<file path="config.mk">
export PLATFORM = sky130hd
export DESIGN_NAME = vc_mchan_queue
export DESIGN_NICKNAME = d
export VERILOG_FILES = /design/src/rtl/vc_queue_pkg.sv /design/src/rtl/vc_Regfile_1r1w.sv /design/src/rtl/vc_rr_arb_hold.sv /design/src/rtl/vc_mchan_queue.sv
export SDC_FILE = /design/constraint.sdc
export NUM_CORES = 1
export LEC_CHECK = 0
export ABC_AREA = 1
export CORE_ASPECT_RATIO = 1.5
export CORE_MARGIN = 5
export CORE_UTILIZATION = 30
export CTS_BUF_LIST = sky130_fd_sc_hd__clkbuf_8 sky130_fd_sc_hd__clkbuf_16
export CTS_CLUSTER_DIAMETER = 60
export DETAILED_ROUTE_END_ITERATION = 10
export DONT_BUFFER_PORTS = 1
export PLACE_DENSITY_LB_ADDON = 0.12
export SYNTH_ARGS = -nofsm -noshare
export SYNTH_HDL_FRONTEND = slang
export SYNTH_SLANG_ARGS = --single-unit
</file>
<file path="constraint.sdc">
create_clock -name clk -period 5.6 [get_ports clk]
set_clock_uncertainty 0.15 [all_clocks]
set_input_delay 1.4 -clock clk [delete_from_list [all_inputs] [get_ports clk]]
set_output_delay 1.4 -clock clk [all_outputs]
set_load 0.02 [all_outputs]
</file>
<file path="src/rtl/vc_queue_pkg.sv">
// Shared queue-mode constants and the mode legality check used by the vc queue family.
package vc_queue_pkg;

  localparam int unsigned VC_QUEUE_NORMAL = 0;
  localparam int unsigned VC_QUEUE_PIPE   = 1;
  localparam int unsigned VC_QUEUE_BYPASS = 2;

  // BYPASS would need a same-cycle enq->deq path, which these queues do not have.
  function automatic bit vc_queue_type_legal(input int unsigned qtype);
    return (qtype == VC_QUEUE_NORMAL) || (qtype == VC_QUEUE_PIPE);
  endfunction

endpackage

</file>
<file path="src/rtl/vc_Regfile_1r1w.sv">
// One-read one-write register file: combinational read, clocked write, storage not reset.
module vc_Regfile_1r1w #(
  parameter int unsigned p_data_nbits  = 32,
  parameter int unsigned p_num_entries = 2,
  parameter int unsigned c_addr_nbits  = $clog2(p_num_entries)
)(
  input  logic                    clk,
  input  logic [c_addr_nbits-1:0] read_addr,
  output logic [p_data_nbits-1:0] read_data,
  input  logic                    write_en,
  input  logic [c_addr_nbits-1:0] write_addr,
  input  logic [p_data_nbits-1:0] write_data
);

  logic [p_data_nbits-1:0] rfile [p_num_entries];

  assign read_data = rfile[read_addr];

  always_ff @(posedge clk) begin
    if (write_en) rfile[write_addr] <= write_data;
  end

endmodule

</file>
<file path="src/rtl/vc_rr_arb_hold.sv">
// Round-robin arbiter whose grant is frozen while the granted requester is stalled.
module vc_rr_arb_hold #(
  parameter  int unsigned p_num_reqs  = 4,
  localparam int unsigned c_idx_nbits = $clog2(p_num_reqs)
)(
  input  logic                   clk,
  input  logic                   reset_n,
  input  logic                   flush_i,
  input  logic [p_num_reqs-1:0]  req_i,
  input  logic                   hold_i,
  input  logic                   advance_i,
  output logic [p_num_reqs-1:0]  grant_oh_c,
  output logic [c_idx_nbits-1:0] grant_idx_c
);

  logic [c_idx_nbits-1:0] rr_ptr_q, rr_ptr_d;
  logic [c_idx_nbits-1:0] lock_chan_q, lock_chan_d;
  logic                   lock_q, lock_d;
  logic [c_idx_nbits-1:0] scan_idx;
  logic                   scan_found;
  int unsigned            cand;

  // First requester at or above rr_ptr, wrapping; defaults to 0 when idle.
  always_comb begin
    scan_idx   = '0;
    scan_found = 1'b0;
    cand       = 0;
    for (int unsigned i = 0; i < p_num_reqs; i++) begin
      cand = (32'(rr_ptr_q) + i) % p_num_reqs;
      if (!scan_found && req_i[cand]) begin
        scan_found = 1'b1;
        scan_idx   = c_idx_nbits'(cand);
      end
    end
  end

  always_comb begin
    grant_idx_c = lock_q ? lock_chan_q : scan_idx;
    grant_oh_c  = '0;
    if (lock_q || scan_found) grant_oh_c[grant_idx_c] = 1'b1;
  end

  always_comb begin
    lock_d      = lock_q;
    lock_chan_d = lock_chan_q;
    rr_ptr_d    = rr_ptr_q;
    if (flush_i) begin
      lock_d      = 1'b0;
      lock_chan_d = '0;
      rr_ptr_d    = '0;
    end else if (advance_i) begin
      lock_d   = 1'b0;
      rr_ptr_d = (grant_idx_c == c_idx_nbits'(p_num_reqs - 1))
                 ? '0 : grant_idx_c + c_idx_nbits'(1);
    end else if (hold_i) begin
      lock_d      = 1'b1;
      lock_chan_d = grant_idx_c;
    end
  end

  always_ff @(posedge clk or negedge reset_n) begin
    if (!reset_n) begin
      lock_q      <= 1'b0;
      lock_chan_q <= '0;
      rr_ptr_q    <= '0;
    end else begin
      lock_q      <= lock_d;
      lock_chan_q <= lock_chan_d;
      rr_ptr_q    <= rr_ptr_d;
    end
  end

endmodule

</file>
<file path="src/rtl/vc_mchan_queue.sv">
// Multi-channel message queue: per-channel FIFOs in one shared regfile, steered enqueue,
// round-robin dequeue with grant hold, synchronous flush and optional pipe behaviour.
module vc_mchan_queue
  import vc_queue_pkg::*;
#(
  parameter  int unsigned p_type       = VC_QUEUE_NORMAL,
  parameter  int unsigned p_msg_nbits  = 32,
  parameter  int unsigned p_num_msgs   = 4,
  parameter  int unsigned p_num_chans  = 4,
  localparam int unsigned c_chan_nbits = $clog2(p_num_chans),
  localparam int unsigned c_cnt_nbits  = $clog2(p_num_msgs + 1)
)(
  input  logic                                 clk,
  input  logic                                 reset_n,
  input  logic                                 flush,
  input  logic                                 enq_val,
  output logic                                 enq_rdy,
  input  logic [c_chan_nbits-1:0]              enq_chan,
  input  logic [p_msg_nbits-1:0]               enq_msg,
  output logic                                 deq_val,
  input  logic                                 deq_rdy,
  output logic [c_chan_nbits-1:0]              deq_chan,
  output logic [p_msg_nbits-1:0]               deq_msg,
  output logic [p_num_chans*c_cnt_nbits-1:0]   num_free_entries
);

  localparam int unsigned c_slot_nbits  = (p_num_msgs > 1) ? $clog2(p_num_msgs) : 1;
  localparam int unsigned c_num_entries = p_num_chans * p_num_msgs;
  localparam int unsigned c_addr_nbits  = $clog2(c_num_entries);
  localparam bit          c_pipe        = (p_type == VC_QUEUE_PIPE);

  if (!vc_queue_type_legal(p_type)) begin : g_bad_type
    $error("vc_mchan_queue: illegal p_type %0d (only NORMAL or PIPE)", p_type);
  end

  logic [p_num_chans-1:0][c_cnt_nbits-1:0]  count;
  logic [p_num_chans-1:0][c_slot_nbits-1:0] head;
  logic [p_num_chans-1:0][c_slot_nbits-1:0] tail;
  logic [p_num_chans-1:0]                   nonempty;
  logic [p_num_chans-1:0]                   grant_oh;
  logic [c_chan_nbits-1:0]                  grant_idx;
  logic                                     enq_chan_ok, enq_full, pipe_ok;
  logic                                     do_enq, do_deq;
  logic [c_addr_nbits-1:0]                  wr_addr, rd_addr;

  // Per-channel lookups by mux, so an out-of-range enq_chan selects nothing.
  always_comb begin
    enq_chan_ok = 1'b0;
    enq_full    = 1'b0;
    wr_addr     = '0;
    rd_addr     = '0;
    for (int unsigned c = 0; c < p_num_chans; c++) begin
      if (enq_chan == c_chan_nbits'(c)) begin
        enq_chan_ok = 1'b1;
        enq_full    = (count[c] == c_cnt_nbits'(p_num_msgs));
        wr_addr     = c_addr_nbits'(c * p_num_msgs) + c_addr_nbits'(tail[c]);
      end
      if (grant_idx == c_chan_nbits'(c))
        rd_addr = c_addr_nbits'(c * p_num_msgs) + c_addr_nbits'(head[c]);
    end
  end

  // A locked channel is always non-empty, so non-empty alone covers the lock.
  assign deq_val  = ~flush & (|nonempty);
  assign deq_chan = grant_idx;
  assign do_deq   = deq_val & deq_rdy;
  assign pipe_ok  = c_pipe & enq_full & do_deq & (deq_chan == enq_chan);
  assign enq_rdy  = ~flush & enq_chan_ok & (~enq_full | pipe_ok);
  assign do_enq   = enq_val & enq_rdy;

  vc_rr_arb_hold #(.p_num_reqs(p_num_chans)) u_arb (
    .clk         (clk),
    .reset_n     (reset_n),
    .flush_i     (flush),
    .req_i       (nonempty),
    .hold_i      (deq_val & ~deq_rdy),
    .advance_i   (do_deq),
    .grant_oh_c  (grant_oh),
    .grant_idx_c (grant_idx)
  );

  vc_Regfile_1r1w #(
    .p_data_nbits  (p_msg_nbits),
    .p_num_entries (c_num_entries),
    .c_addr_nbits  (c_addr_nbits)
  ) u_rf (
    .clk        (clk),
    .read_addr  (rd_addr),
    .read_data  (deq_msg),
    .write_en   (do_enq),
    .write_addr (wr_addr),
    .write_data (enq_msg)
  );

  for (genvar c = 0; c < p_num_chans; c++) begin : g_chan
    logic                    enq_here, deq_here;
    logic [c_cnt_nbits-1:0]  count_q, count_d;
    logic [c_slot_nbits-1:0] head_q, head_d, tail_q, tail_d;

    assign enq_here    = do_enq & (enq_chan == c_chan_nbits'(c));
    assign deq_here    = do_deq & grant_oh[c];
    assign count[c]    = count_q;
    assign head[c]     = head_q;
    assign tail[c]     = tail_q;
    assign nonempty[c] = (count_q != '0);
    assign num_free_entries[c*c_cnt_nbits +: c_cnt_nbits] = c_cnt_nbits'(p_num_msgs) - count_q;

    always_comb begin
      count_d = count_q;
      head_d  = head_q;
      tail_d  = tail_q;
      if (flush) begin
        count_d = '0;
        head_d  = '0;
        tail_d  = '0;
      end else begin
        if (enq_here)
          tail_d = (tail_q == c_slot_nbits'(p_num_msgs - 1)) ? '0 : tail_q + c_slot_nbits'(1);
        if (deq_here)
          head_d = (head_q == c_slot_nbits'(p_num_msgs - 1)) ? '0 : head_q + c_slot_nbits'(1);
        if (enq_here && !deq_here)      count_d = count_q + c_cnt_nbits'(1);
        else if (!enq_here && deq_here) count_d = count_q - c_cnt_nbits'(1);
      end
    end

    always_ff @(posedge clk or negedge reset_n) begin
      if (!reset_n) begin
        count_q <= '0;
        head_q  <= '0;
        tail_q  <= '0;
      end else begin
        count_q <= count_d;
        head_q  <= head_d;
        tail_q  <= tail_d;
      end
    end
  end

endmodule

</file>
==> results_dict.tcl <==
set metrics [dict create \
    grt_antenna_before_repair 1 \
    layout-drive-gt1-share_pct 20.0 \
    cp-start-kind "flip-flop" \
    nets 2272 \
    synth_area_sq_um 23300 \
    die_h_um 351 \
    num_rows 125 \
    grtUsageMet3_pct 3.34 \
    fmax_mhz 177 \
    synth_top_area_share_pct 66.0 \
    worstSkewPairLatency_ns 0.61 \
    vias_per_cell 4.87 \
    worst_ep_arrival_time_ns 4.09 \
    cp.required_ns 4.05 \
    syn_inst 2130 \
    r2r_start "g_chan[1].count_q[0]" \
    top_usage_layer "met2" \
    ys_ff_latch 545 \
    setup_viol 24 \
    maxCapViolations 0 \
    gp_congestion 0.777 \
    grt_pass1_vias 15700 \
    path_class "reg2out" \
    remaining_drc_errors 0 \
    grt_use_met2_pct 31.5 \
    synth.net_count 2198 \
    crit_end "deq_msg[12]" \
    cts_tree "yes" \
    hold_violations 0 \
    cp-startpoint "g_chan[1].count_q[0]" \
    dpl.hpwl_um 38200 \
    slew_viol_final 0 \
    cp_max_fo 11 \
    initial_core_util_pct 30.2 \
    cts-root-buf "clkbuf_16" \
    regToRegSetupSlack_ns 1.86 \
    path_clk_slew_ns 0.06 \
    outcome "finished with violations" \
    ant_nets 0 \
    overflow 0 \
    grt_usage_pct 17.3 \
    cp-end-kind "primary output" \
    tightest_slew_ns 1.10 \
    portBuffers 0 \
    ys_types 36 \
    io_pins 87 \
    cts.htree.levels 2 \
    grt_max_degree 68 \
    avgSynthCellArea_sq_um 10.9 \
    wl_um 75400 \
    synthArstFlopShare_pct 6.06 \
    wl_per_cell_um 23.1 \
    fin_crit_sh_pct 101 \
    grt_pass1_wl_um 108000 \
    yosysSeqAreaShare_pct 69.5 \
    setup_tns_ns -0.485 \
    seqCellArea_sq_um 16200 \
    slew_headroom_pct 26.7 \
    use_met1_pct 20.7 \
    violations "negative setup slack" \
    first_pass_iters 5 \
    synthFlopType "edfxtp_1" \
    num-fill-cells 7521 \
    rsz0062_at_grt "yes" \
    cts_buffer_depth 3 \
    reg2reg_depth 22 \
    timing.rr.end "g_chan[2].count_q[2]" \
    clock-sinks 545 \
    ys_top_cells_by_count "832 x nand2_1, 512 x edfxtp_1, 423 x nand3_1" \
    cts_inserted_buffers 56 \
    synth_edf_count 512 \
    synth_most_common_cell "nand2_1" \
    drt_iter0_drc 1048 \
    yosys_warnings 0 \
    layout_setup_ws_ns -0.0407 \
    coreArea_sq_um 77300 \
    multiInputGateArea_sq_um 7330 \
    hold_class "in2async" \
    yosys.area.top_type "edfxtp_1" \
    dr_total_vias 15900 \
    die_x_um 238 \
    area_growth_pct 24.5 \
    die_area_sq_um 83500 \
    final.min_clock_period_ns 5.64 \
    ys_top_cells_by_area "edfxtp_1 66%, nand2_1 13%, nand3_1 9.1%" \
]
[state kept, by name (all words and copies together) (netlist names)]
name and count:
g_chan.head_q 8, u_arb.lock_chan_q 2, g_chan.tail_q 8, u_arb.rr_ptr_q 2
u_arb.lock_q 1, g_chan.count_q 12, u_rf.rfile 512
[repair_timing]
item | in CTS | in global routing
hold endpoints to repair | 0 | 0
pin swaps | 69 | 63
resized for setup | 203 | 94
cloned | 24 | 11
setup endpoints to repair | 32 | 32
hold buffers | 0 | 0
setup buffers | 29 | 12
[cells in the final DEF, fill, tap and decap left out, drive strengths merged]
cell and instances:
nand2 837, a21oi 6, nand3b 1, xnor2 3, fa 4, inv 88
o21ai 19, nor2 44, o21bai 1, nand3 425, o22ai 3, a22oi 1
or2 1, clkinv 27, nor3 3, nand4 10, diode 1, ha 25
edfxtp 512, o221ai 1, bufinv 4, clkbuf 66, bufbuf 2, nor4 1
o2111ai 1, clkinvlp 2, o211ai 1, dfrtp 33, buf 123, o31ai 4
[how the worst min path moves through the flow]
stage | endpoint | cells past startpoint | slack (ns)
after floorplan | g_chan[0].head_q[1] | 1 | 0.28
after global placement | u_arb.lock_chan_q[0] | 2 | 0.33
after detailed placement | g_chan[0].head_q[1] | 1 | 0.34
after CTS | u_arb.rr_ptr_q[0] | 0 | 0.27
after global routing | u_arb.rr_ptr_q[0] | 0 | 0.29
final | g_chan[3].head_q[0] | 0 | 0.33
[kinds of logic after synthesis]
logic type      count (synthesis)  share of synthesized area, %
fa+ha+maj                      29                          1.69
simple gates                 1322                          24.0
xor+xnor                        3                         0.113
buf+inv                       194                          3.77
compound gates                 37                         0.945
flops                         545                          69.5
[metrics by stage]
step           utilization (%)  instances  hold slack (ns)  instance area [sq um]  worst slack (ns)
2_1_floorplan                -       2130            0.284                  23300             0.536
3_3_place_gp              32.2       3087            0.334                  24900             0.230
3_5_place_dp              32.2       3087            0.336                  24900             0.145
4_1_cts                   36.7       3242            0.274                  28300            -0.133
5_1_grt                   37.5       3264            0.286                  29000            -0.316
6_report                  37.6       3265            0.329                  29000           -0.0407
[area by class of cell]
| type | instances | share of cell area (%) |
|---|---|---|
| Clock buffer | 57 | 4.92 |
| Antenna cell | 1 | 0.00863 |
| Tap cell | 1016 | 4.38 |
| Inverter | 73 | 1.05 |
| Multi-Input combinational cell | 1391 | 25.3 |
| Timing Repair inverter | 3 | 0.0992 |
| Clock inverter | 45 | 1.14 |
| Timing Repair Buffer | 134 | 7.28 |
| Sequential cell | 545 | 55.8 |
[critical path, cell delays in order, from the launching register on]
cell       delay, ns
dfrtp_1         0.39
inv_2           0.09
ha_4            0.16
ha_4            0.15
inv_4           0.04
nand3_2         0.05
o21ai_2         0.08
nor2_4          0.17
buf_4           0.15
nand3_2         0.07
o2111ai_2       0.09
nand2_1         0.11
nand2_4         0.11
inv_4           0.05
ha_4            0.17
o211ai_1        0.39
nand2_8         0.09
buf_12          0.17
inv_16          0.12
buf_12          0.15
buf_16          0.14
nand2_1         0.05
nand3_1         0.06
nand2_1         0.06
nand2_1         0.07
nand3_1         0.11
nand2_4         0.16
[metal layers]
metal  share of wire [%]  wire, um
met1                  40     29900
met2                  52     39400
met3                 5.0      3770
met4                 3.0      2230
met5                   0         0
Power is left out: the tool's default activity adds up to more than one toggle a clock period on the data nets, which glitch-free logic cannot reach.
